===== config.mk =====
export PLATFORM = sky130hd
export DESIGN_NAME = led_frame_loader_flat
export DESIGN_NICKNAME = d
export VERILOG_FILES = /design/src/rtl/led_matrix_pkg.sv /design/src/rtl/led_frame_loader_if.sv /design/src/rtl/led_frame_piso.sv /design/src/rtl/led_frame_loader.sv /design/src/flat_wrapper.sv
export SDC_FILE = /design/constraint.sdc
export NUM_CORES = 1
export LEC_CHECK = 0
export CORE_ASPECT_RATIO = 0.8
export CORE_UTILIZATION = 45
export DETAILED_ROUTE_END_ITERATION = 12
export GPL_ROUTABILITY_DRIVEN = 0
export PLACE_DENSITY_LB_ADDON = 0.2
export SYNTH_ARGS = -nofsm -noshare
export SYNTH_HDL_FRONTEND = slang
export SYNTH_HIERARCHICAL = 1
export SYNTH_SLANG_ARGS = --single-unit

===== constraint.sdc =====
create_clock -name clk -period 3.4 [get_ports clk]
set_clock_uncertainty 0.05 [all_clocks]
set_input_delay 1.02 -clock clk [delete_from_list [all_inputs] [get_ports clk]]
set_output_delay 1.02 -clock clk [all_outputs]
set_load 0.1 [all_outputs]

===== src/rtl/led_matrix_pkg.sv =====
// ============================================================================
//  Module      : led_matrix_pkg
//  Description : Shared geometry defaults, loader state encoding and a width
//                helper for the LED matrix frame loader.
//  Revision    : 1.0 - initial release
// ============================================================================
`default_nettype none

package led_matrix_pkg;

   localparam int c_NCOLS_DEFAULT  = 8;
   localparam int c_NROWS_DEFAULT  = 8;
   localparam int c_FRAME_BITS_DEFAULT = c_NCOLS_DEFAULT * c_NROWS_DEFAULT;

   typedef enum logic [1:0] {
      FILL  = 2'd0,
      SHIFT = 2'd1,
      LATCH = 2'd2
   } state_t;

   // Counter width for a range of n values; never narrower than one bit.
   function automatic int cnt_width(input int n);
      return (n > 1) ? $clog2(n) : 1;
   endfunction

endpackage

`default_nettype wire


===== src/rtl/led_frame_loader_if.sv =====
// ============================================================================
//  Module      : led_frame_loader_if
//  Description : Valid/ready column-byte stream feeding the frame loader.
//  Revision    : 1.0 - initial release
// ============================================================================
`default_nettype none

interface led_frame_loader_if #(
   parameter int NROWS = 8
);
   logic [NROWS-1:0] in_data;
   logic             in_valid;
   logic             in_sof;
   logic             in_ready;

   modport master (output in_data, output in_valid, output in_sof, input in_ready);
   modport slave  (input in_data, input in_valid, input in_sof, output in_ready);
endinterface

`default_nettype wire


===== src/rtl/led_frame_piso.sv =====
// ============================================================================
//  Module      : led_frame_piso
//  Description : Parallel-load frame shift register, MSB-first serial output.
//                Zeros are shifted in behind the frame so the output idles low.
//  Revision    : 1.0 - initial release
// ============================================================================
`default_nettype none

module led_frame_piso #(
   parameter int FRAME_BITS = 64
) (
   input  logic                  clk,
   input  logic                  reset,
   input  logic                  i_load,
   input  logic                  i_shift,
   input  logic [FRAME_BITS-1:0] i_frame,
   output logic                  o_sout
);

   logic [FRAME_BITS-1:0] r_sreg;

   // Load has priority over shift; shifting drains the register to all zeros.
   always_ff @(posedge clk) begin
      if (reset)
         r_sreg <= '0;
      else if (i_load)
         r_sreg <= i_frame;
      else if (i_shift)
         r_sreg <= r_sreg << 1;
   end

   assign o_sout = r_sreg[FRAME_BITS-1];

endmodule

`default_nettype wire


===== src/rtl/led_frame_loader.sv =====
// ============================================================================
//  Module      : led_frame_loader
//  Description : Collects NCOLS column bytes, shifts the frame out one bit per
//                clock (last column, top bit first) and pulses the latch strobe.
//  Revision    : 1.0 - initial release
// ============================================================================
`default_nettype none

module led_frame_loader
   import led_matrix_pkg::*;
#(
   parameter int NCOLS      = c_NCOLS_DEFAULT,
   parameter int NROWS      = c_NROWS_DEFAULT,
   parameter int STROBE_LEN = 1
) (
   input  logic               clk,
   input  logic               reset,
   led_frame_loader_if.slave  s_in,
   output logic               sdata,
   output logic               strobe,
   output logic               busy,
   output logic               frame_done
);

   localparam int c_FRAME_BITS = NCOLS * NROWS;
   localparam int c_CW = cnt_width(NCOLS);
   localparam int c_BW = cnt_width(c_FRAME_BITS);
   localparam int c_LW = cnt_width(STROBE_LEN);
   localparam logic [c_CW-1:0] c_COL_LAST = c_CW'(NCOLS - 1);
   localparam logic [c_BW-1:0] c_BIT_LAST = c_BW'(c_FRAME_BITS - 1);
   localparam logic [c_LW-1:0] c_LAT_LAST = c_LW'(STROBE_LEN - 1);

   state_t                  r_state;
   state_t                  w_next;
   logic [c_CW-1:0]         r_col_cnt;
   logic [c_BW-1:0]         r_bit_cnt;
   logic [c_LW-1:0]         r_lat_cnt;
   logic [NROWS-1:0]        r_staging [NCOLS];
   logic [c_CW-1:0]         w_wr_col;
   logic [c_FRAME_BITS-1:0] w_frame;
   logic                    w_accept;
   logic                    w_last_col;
   logic                    w_load;
   logic                    w_shift;
   logic                    w_strobe_d;
   logic                    w_busy_d;
   logic                    w_done_d;

   assign s_in.in_ready = (r_state == FILL);
   assign w_accept      = s_in.in_valid & s_in.in_ready;
   assign w_wr_col      = s_in.in_sof ? '0 : r_col_cnt;
   assign w_last_col    = (w_wr_col == c_COL_LAST);

   // Frame image with the byte being accepted merged in, so the shifter can load on the completing edge.
   always_comb begin
      w_frame = '0;
      for (int c = 0; c < NCOLS; c++) begin
         w_frame[c*NROWS +: NROWS] = (w_accept && (w_wr_col == c_CW'(c))) ? s_in.in_data : r_staging[c];
      end
   end

   // State register.
   always_ff @(posedge clk) begin
      if (reset)
         r_state <= FILL;
      else
         r_state <= w_next;
   end

   // Next-state decode: full frame starts shifting, last bit starts latching, strobe end returns to fill.
   always_comb begin
      w_next = r_state;
      case (r_state)
         FILL:    if (w_accept && w_last_col)      w_next = SHIFT;
         SHIFT:   if (r_bit_cnt == c_BIT_LAST)     w_next = LATCH;
         LATCH:   if (r_lat_cnt == c_LAT_LAST)     w_next = FILL;
         default: w_next = FILL;
      endcase
   end

   // Output decode: shifter control and the next values of the registered outputs.
   always_comb begin
      w_load     = 1'b0;
      w_shift    = 1'b0;
      w_done_d   = 1'b0;
      w_strobe_d = (w_next == LATCH);
      w_busy_d   = (w_next != FILL);
      case (r_state)
         FILL:    w_load = w_accept && w_last_col;
         SHIFT: begin
            w_shift  = 1'b1;
            w_done_d = (w_next == LATCH) && (c_LAT_LAST == '0);
         end
         LATCH:   w_done_d = (w_next == LATCH) && ((r_lat_cnt + 1'b1) == c_LAT_LAST);
         default: w_load = 1'b0;
      endcase
   end

   // Column, bit and strobe-length counters.
   always_ff @(posedge clk) begin
      if (reset) begin
         r_col_cnt <= '0;
         r_bit_cnt <= '0;
         r_lat_cnt <= '0;
      end else begin
         if (w_accept)
            r_col_cnt <= w_last_col ? '0 : w_wr_col + 1'b1;
         r_bit_cnt <= (r_state == SHIFT) ? r_bit_cnt + 1'b1 : '0;
         r_lat_cnt <= (r_state == LATCH) ? r_lat_cnt + 1'b1 : '0;
      end
   end

   // Staging store; contents need no reset since a frame is only emitted once every column is rewritten.
   always_ff @(posedge clk) begin
      if (w_accept)
         r_staging[w_wr_col] <= s_in.in_data;
   end

   // Registered driver-side outputs.
   always_ff @(posedge clk) begin
      if (reset) begin
         strobe     <= 1'b0;
         busy       <= 1'b0;
         frame_done <= 1'b0;
      end else begin
         strobe     <= w_strobe_d;
         busy       <= w_busy_d;
         frame_done <= w_done_d;
      end
   end

   led_frame_piso #(
      .FRAME_BITS (c_FRAME_BITS)
   ) u_piso (
      .clk     (clk),
      .reset   (reset),
      .i_load  (w_load),
      .i_shift (w_shift),
      .i_frame (w_frame),
      .o_sout  (sdata)
   );

endmodule

`default_nettype wire


===== src/flat_wrapper.sv =====
// flat-port wrapper written by rule: the top's interface ports become plain ports
module led_frame_loader_flat import led_matrix_pkg::*;
#(
   parameter int NCOLS      = c_NCOLS_DEFAULT,
   parameter int NROWS      = c_NROWS_DEFAULT,
   parameter int STROBE_LEN = 1
)
  (clk, reset, sdata, strobe, busy, frame_done, s_in_in_data, s_in_in_valid, s_in_in_sof, s_in_in_ready);
  led_frame_loader_if #(.NROWS(NROWS)) s_in_i ();
  input  logic clk;
  input  logic reset;
  output logic sdata;
  output logic strobe;
  output logic busy;
  output logic frame_done;
  input wire logic [$bits(s_in_i.in_data)-1:0] s_in_in_data;
  input wire logic [$bits(s_in_i.in_valid)-1:0] s_in_in_valid;
  input wire logic [$bits(s_in_i.in_sof)-1:0] s_in_in_sof;
  output wire logic [$bits(s_in_i.in_ready)-1:0] s_in_in_ready;
  assign s_in_i.in_data = s_in_in_data;
  assign s_in_i.in_valid = s_in_in_valid;
  assign s_in_i.in_sof = s_in_in_sof;
  assign s_in_in_ready = s_in_i.in_ready;
  led_frame_loader #(.NCOLS(NCOLS), .NROWS(NROWS), .STROBE_LEN(STROBE_LEN)) u_core (.clk(clk), .reset(reset), .s_in(s_in_i), .sdata(sdata), .strobe(strobe), .busy(busy), .frame_done(frame_done));
endmodule

==> Word level (Yosys, flattened, before mapping) <==
Memory sizes are Yosys's and may differ from the RTL's.
Index checks and enable logic that the tools add are counted.
{ "totals": {"latch_bits": 0, "reg_bits": 79, "n_memories": 1, "mem_bits_rw": 64, "rom_bits": 0, "output_inout_bits": 5, "in_bits": 12, "wordCells": 63} }
{ "classes": {"eq_ne": 11, "addsub": 3, "shifts": 0, "bitwise_logic": 4, "mux": 21, "magnitude_cmp": 0, "mul": 0, "div_mod_pow": 0, "reduce_logical": 15} }
{ "memory_table": {"columns": ["memory", "words", "word_bits", "rd", "rd_clocked_by_memory_dff", "write_ports", "line_no", "source"], "rows": [
  ["u_core.r_staging", 8, 8, 8, 0, 1, "led_frame_loader.sv:38", "logic [NROWS-1:0] r_staging [NCOLS];"]
]} }
{ "op_table": {"columns": ["op", "count"], "rows": [
  ["$mux W64", 2],
  ["$mux W8", 8],
  ["$eq A3 B3 Y1 const B", 4],
  ["$logic_and A1 B1 Y1", 9],
  ["$add A6 B1 Y6 const B", 1],
  ["$eq A3 B2 Y1 const B", 2],
  ["$eq A6 B6 Y1 const B", 1],
  ["$mux W2", 3],
  ["$mux W3", 2],
  ["$pmux W2 S3", 1],
  ["$eq A2 B2 Y1 const B", 2],
  ["$mux W1", 4],
  ["$reduce_bool A2 Y1", 2],
  ["$reduce_or A2 Y1", 2],
  ["$add A3 B1 Y3 const B", 1],
  ["$eq A3 B1 Y1 const B", 1],
  ["$logic_not A3 Y1", 1],
  ["$not A1 Y1", 3],
  ["$eq A2 B1 Y1 const B", 1],
  ["$logic_not A2 Y1", 1],
  ["$pmux W1 S2", 1],
  ["$add A1 B1 Y1 const B", 1],
  ["$and A1 B1 Y1", 1]
]} }

==> Longest topological paths before layout <==
{ "depth": {"ltp_word": 8, "mapped_depth": 10, "ltp_nobuf": 8} }

==> Cells and area by module <==
The synthesis kept the hierarchy.
{ "by_module_without_submodules": {"columns": ["mod", "area_each_um2", "n_inst", "cells_each", "seq_area_each_um2"], "rows": [
  ["led_frame_loader", 3545.9, 1, 231, 2222.1],
  ["led_frame_piso", 3006.6, 1, 284, 1281.2]
]} }

==> Least setup slack after synthesis <==
Ideal clock, no wire load.
{ "synth_path": {"path_kind": "register to register", "from": "register u_core.r_state[0]", "to": "memory u_core.r_staging[2][0] (enable)", "period_less_slack_ns": 2.976, "arrival_time_ns": 2.532, "required_ns": 2.955, "path_stages_with_launch": 5, "setup_slack_ns": 0.424, "setup_ns": 0.395, "path_buffers": 0, "path_cell_list": "dfxtp_1 inv_1 ha_1 nand2_2 nor4_1"} }
{ "synth_via": {"elab_chain_cells": 4} }
{ "synth_lines": {"columns": ["element", "line_no", "source"], "rows": [
  ["start: declaration", "led_frame_loader.sv:33", "state_t r_state;"],
  ["start signal: assignment", "led_frame_loader.sv:67", "r_state <= w_next;"],
  ["$logic_not A2 Y1", "led_frame_loader.sv:49", "assign s_in.in_ready = (r_state == FILL);"],
  ["net s_in_in_ready", "flat_wrapper.sv:19", "output wire logic [$bits(s_in_i.in_ready)-1:0] s_in_in_ready;"],
  ["$and A1 B1 Y1", "led_frame_loader.sv:50", "assign w_accept = s_in.in_valid & s_in.in_ready;"],
  ["$mux W1", "led_frame_loader.sv:115", "if (w_accept)"],
  ["$mux W1 (not written as such)", "led_frame_loader.sv:116", "r_staging[w_wr_col] <= s_in.in_data;"],
  ["end: declaration", "led_frame_loader.sv:38", null]
]} }
The timed path passes the listed nets, and every way through them passes these cells.

==> Worst setup path in the final report <==
{ "layout_path": {"from": "input s_in_in_sof", "to": "register u_core.u_piso.r_sreg[53]"} }
{ "layout_via": {"elab_chain_cells": 5, "elab_cells_between_ends": 9, "cone_classes": "eq/ne (2); mux (4); reduce/logical (3)"} }
{ "layout_lines": {"columns": ["element", "line_no", "source"], "rows": [
  ["start: declaration", "flat_wrapper.sv:18", "input wire logic [$bits(s_in_i.in_sof)-1:0] s_in_in_sof;"],
  ["$mux W3 (*)", "led_frame_loader.sv:51", "assign w_wr_col = s_in.in_sof ? '0 : r_col_cnt;"],
  ["$eq A3 B3 Y1 (*)", "led_frame_loader.sv:52", "assign w_last_col = (w_wr_col == c_COL_LAST);"],
  ["$logic_and A1 B1 Y1 (*)", "led_frame_loader.sv:89", "FILL: w_load = w_accept && w_last_col;"],
  ["$mux W1 (*)", "led_frame_loader.sv:88", "case (r_state)"],
  ["net u_core.w_load", "led_frame_loader.sv:43", "logic w_load;"],
  ["$mux W64 / $reduce_bool A2 Y1 (equally long branches)", null, null],
  ["end signal: assignment", "led_frame_piso.sv:27", "r_sreg <= i_frame;"],
  ["end signal: assignment", "led_frame_piso.sv:29", "r_sreg <= r_sreg << 1;"],
  ["end: declaration", "led_frame_piso.sv:20", "logic [FRAME_BITS-1:0] r_sreg;"]
]} }
Mark *: on every way through the listed nets, which the timed path passes. The rest lies on a longest branch.
A chain may end at the register's enable or synchronous reset.

==> results.sh <==
export IMPL_status="finished, final reports clean"
export IMPL_leakage_uw=0.002532
export IMPL_synth_top_flop_cell="dfxtp_1"
export IMPL_synth_seq_cells=143
export IMPL_grt_first_pass_wirelength_um=21650
export IMPL_n_antenna_cell=0
export IMPL_antenna_found_initial=0
export IMPL_cp_end_kind="flop"
export IMPL_p_comb_frac=0.031
export IMPL_wl_per_cell_um=17.72
export IMPL_setup_worst_path_start_class="input pin"
export IMPL_setup_tns_final_ns=0
export IMPL_ys_warnings_count=6
export IMPL_syn_inst=515
export IMPL_clockBufferDepth=2
export IMPL_rrSetupSlack_ns=1.15
export IMPL_drc=0
export IMPL_pin_count=17
export IMPL_switching_share=0.2158
export IMPL_design_core_area_um2=14250
export IMPL_fmax_mhz=348.4
export IMPL_fin_crit_ns=2.870
export IMPL_numCtsBuffers=17
export IMPL_place_area_um2=6950
export IMPL_worst_setup_path_type="in2reg"
export IMPL_pwr_share_clk=0.472
export IMPL_vias=3971
export IMPL_p_switching_uw=785.7
export IMPL_syn_nets=538
export IMPL_cts_num_sinks=143
export IMPL_dp_hpwl_um=7922
export IMPL_finalHoldViolations=0
export IMPL_tightest_slew_ns=0.9392
export IMPL_clk_latency_ns=0.42
export IMPL_grt_start_max_net_pins=51
export IMPL_dieArea_um2=15050
export IMPL_first_global_vias=4072
export IMPL_grt_total_usage=0.1951
export IMPL_htree_levels=4
export IMPL_wirelength_um=13150
export IMPL_ant_nets=0
export IMPL_nFillCells=1257
export IMPL_fin_util=0.5259
export IMPL_cellPowerDensity_nw_per_um2=486.0
export IMPL_die_x_um=136.9
export IMPL_irDropWorstVdd_mv=0.3722
export IMPL_rsz0062_at_grt="no"
export IMPL_drive_gt1_frac=0.2563
export IMPL_ctsHoldBuffers=0
export IMPL_relSlewSlack=0.3739
export IMPL_drt_vias_per_instance=5.352
export IMPL_rows=39
export IMPL_final_max_slew_viol_count=0
export IMPL_cts_resized=0
export IMPL_cp_required_ns=3.68
export IMPL_syn_area_um2=6553
export IMPL_cp_arrival_ns=3.15
export IMPL_first_pass_iters=5
export IMPL_fin_area_um2=7493
export IMPL_dp_cells=710
export IMPL_start_util=0.4599
export IMPL_area_delta_synth_final_pct=14.36
export IMPL_clk_pin_slew_ns=0.06
export IMPL_synth_edf_count=64
export IMPL_maxCapViolCount=0
export IMPL_synthArstFlopShare=0
export IMPL_initialDrtViolationCount=156
export IMPL_cp_max_fo=28
export IMPL_synth_cell_type_count=42
export IMPL_internal_power_uw=2856
export IMPL_power_frac_seq=0.497
export IMPL_ys_seq_area_frac=0.5347
export IMPL_final_cells=742
export IMPL_post_cts_setup_buffers=0
export IMPL_fin_crit_sh=0.8442
export IMPL_die_h_um=109.9
export IMPL_setup_viol_count_final=0
export IMPL_min_path_type="reg2reg"
export IMPL_grt_ovfl_total=0
export IMPL_nets=568
export IMPL_numPortBuffers=16
export IMPL_cts_root_buf="clkbuf_16"
export IMPL_cts_tree="done"
export IMPL_syn_area_per_cell_um2=12.72
[cells in the final DEF, fill, tap and decap left out, drive strengths merged]
| cell | netlist | layout |
|---|---|---|
| or3b | 1 | 1 |
| a22oi | 1 | 1 |
| clkbuf | 12 | 22 |
| a211oi | 63 | 63 |
| a21o | 2 | 2 |
| nand3 | 2 | 2 |
| nand2 | 21 | 21 |
| and3 | 1 | 1 |
| inv | 8 | 11 |
| clkdlybuf4s50 | 0 | 10 |
| nor4b | 1 | 1 |
| o21a | 1 | 1 |
| mux2i | 63 | 63 |
| clkinv | 0 | 7 |
| nor3 | 4 | 4 |
| nor3b | 1 | 1 |
| a21oi | 5 | 5 |
| xnor2 | 2 | 2 |
| mux2 | 64 | 64 |
| and2 | 2 | 2 |
| o221ai | 1 | 1 |
| xor2 | 2 | 2 |
| buf | 18 | 31 |
| edfxtp | 64 | 64 |
| ha | 11 | 11 |
| nor2 | 15 | 15 |
| nor4 | 3 | 3 |
| nor2b | 63 | 63 |
| nand2b | 2 | 2 |
| and2b | 2 | 2 |
| dfxtp | 79 | 79 |
| a22o | 1 | 1 |
[layout make-up]
class | instances | area, µm² | share of cell area
well taps | 184 | 230.2 | 0.03072
clock inverters | 10 | 57.56 | 0.007681
inverters | 8 | 30.03 | 0.004007
flip-flops and latches | 143 | 3503 | 0.4675
clock buffers | 22 | 485.5 | 0.06479
multi-input cells | 334 | 2831 | 0.3779
repair buffers | 41 | 355.3 | 0.04742
[registers in the layout, summed over array words and instances, names as in the netlist]
signal,count
u_core/r_staging,64
u_core/u_piso/r_sreg,64
u_core/r_bit_cnt,6
u_core/r_col_cnt,3
u_core/r_state,2
u_core/busy,1
u_core/frame_done,1
u_core/r_lat_cnt,1
u_core/strobe,1
[Yosys cell counts, types with 3 or more instances]
library cell	n	area (µm²)
mux2i_1	63	630.6
edfxtp_1	64	1922
buf_8	6	90.09
nor4_1	3	18.77
a211oi_2	4	50.05
nor3_1	4	20.02
nand2_2	4	25.02
nand2_4	4	45.04
mux2_2	61	686.9
dfxtp_1	79	1582
nor2_1	13	48.80
inv_1	6	22.52
ha_1	11	137.6
nand2_1	13	48.80
a211oi_1	59	442.9
a21oi_1	5	25.02
nor2b_1	63	394.1
buf_2	10	50.05
clkbuf_1	12	45.04
[power by group through the flow]
stage	Combinational [µW]	Sequential (µW)	Clock [µW]
global placement	115	1850	0
CTS	116	1810	1750
global route	124	1810	1830
floorplan	51.2	1850	0
detailed placement	115	1850	0
finish	113	1810	1720
[layer usage]
layer | up-vias | track usage | share of wire
met5 | - | 0 | 0
met4 | 0 | 0.08477 | 0.016
li1 | 1973 | - | -
met3 | 18 | 0.04149 | 0.032
met1 | 1930 | 0.2686 | 0.52
met2 | 50 | 0.2966 | 0.43
[cells by family (layout without fill, tap and decap cells)]
family	count (synthesis)	count (layout)	share of synthesized area
flip-flops	143	143	0.5347
multiplexers	127	127	0.2074
AND/OR/NAND/NOR	118	118	0.1102
AO/OA/AOI/OAI	74	74	0.08631
buffers and inverters	38	81	0.03513
adder cells (fa/ha/maj)	11	11	0.02100
XOR/XNOR	4	4	0.005348
[critical path: stages]
cell and delay, ns:
clkdlybuf4s50_1 0.49, and2b_1 0.20, ha_1 0.22, ha_1 0.26, nand2_4 0.15, inv_1 0.18, buf_4 0.26, nor2b_1 0.15
a211oi_1 0.21
[path summary, 6_finish.rpt]
kind	from	endpoint	depth (start not counted)
min reg2reg	u_core/r_lat_cnt	u_core/r_lat_cnt	1
max reg2reg	u_core/r_state[1]	u_core/u_piso/r_sreg[51]	5
min	u_core/r_lat_cnt	u_core/r_lat_cnt	1
max	s_in_in_sof	u_core/u_piso/r_sreg[53]	9
[per-stage QoR]
| stage | hold WS, ns | power [µW] | worst slack [ns] |
|---|---|---|---|
| floorplan | 0.3630 | 1896 | 0.4236 |
| global placement | 0.3738 | 1960 | 0.1836 |
| detailed placement | 0.3938 | 1961 | 0.09034 |
| CTS | 0.4019 | 3678 | 0.5130 |
| global route | 0.4263 | 3768 | 0.3379 |
| finish | 0.4061 | 3642 | 0.5298 |
No activity file was read; power rests on OpenSTA's default activity.
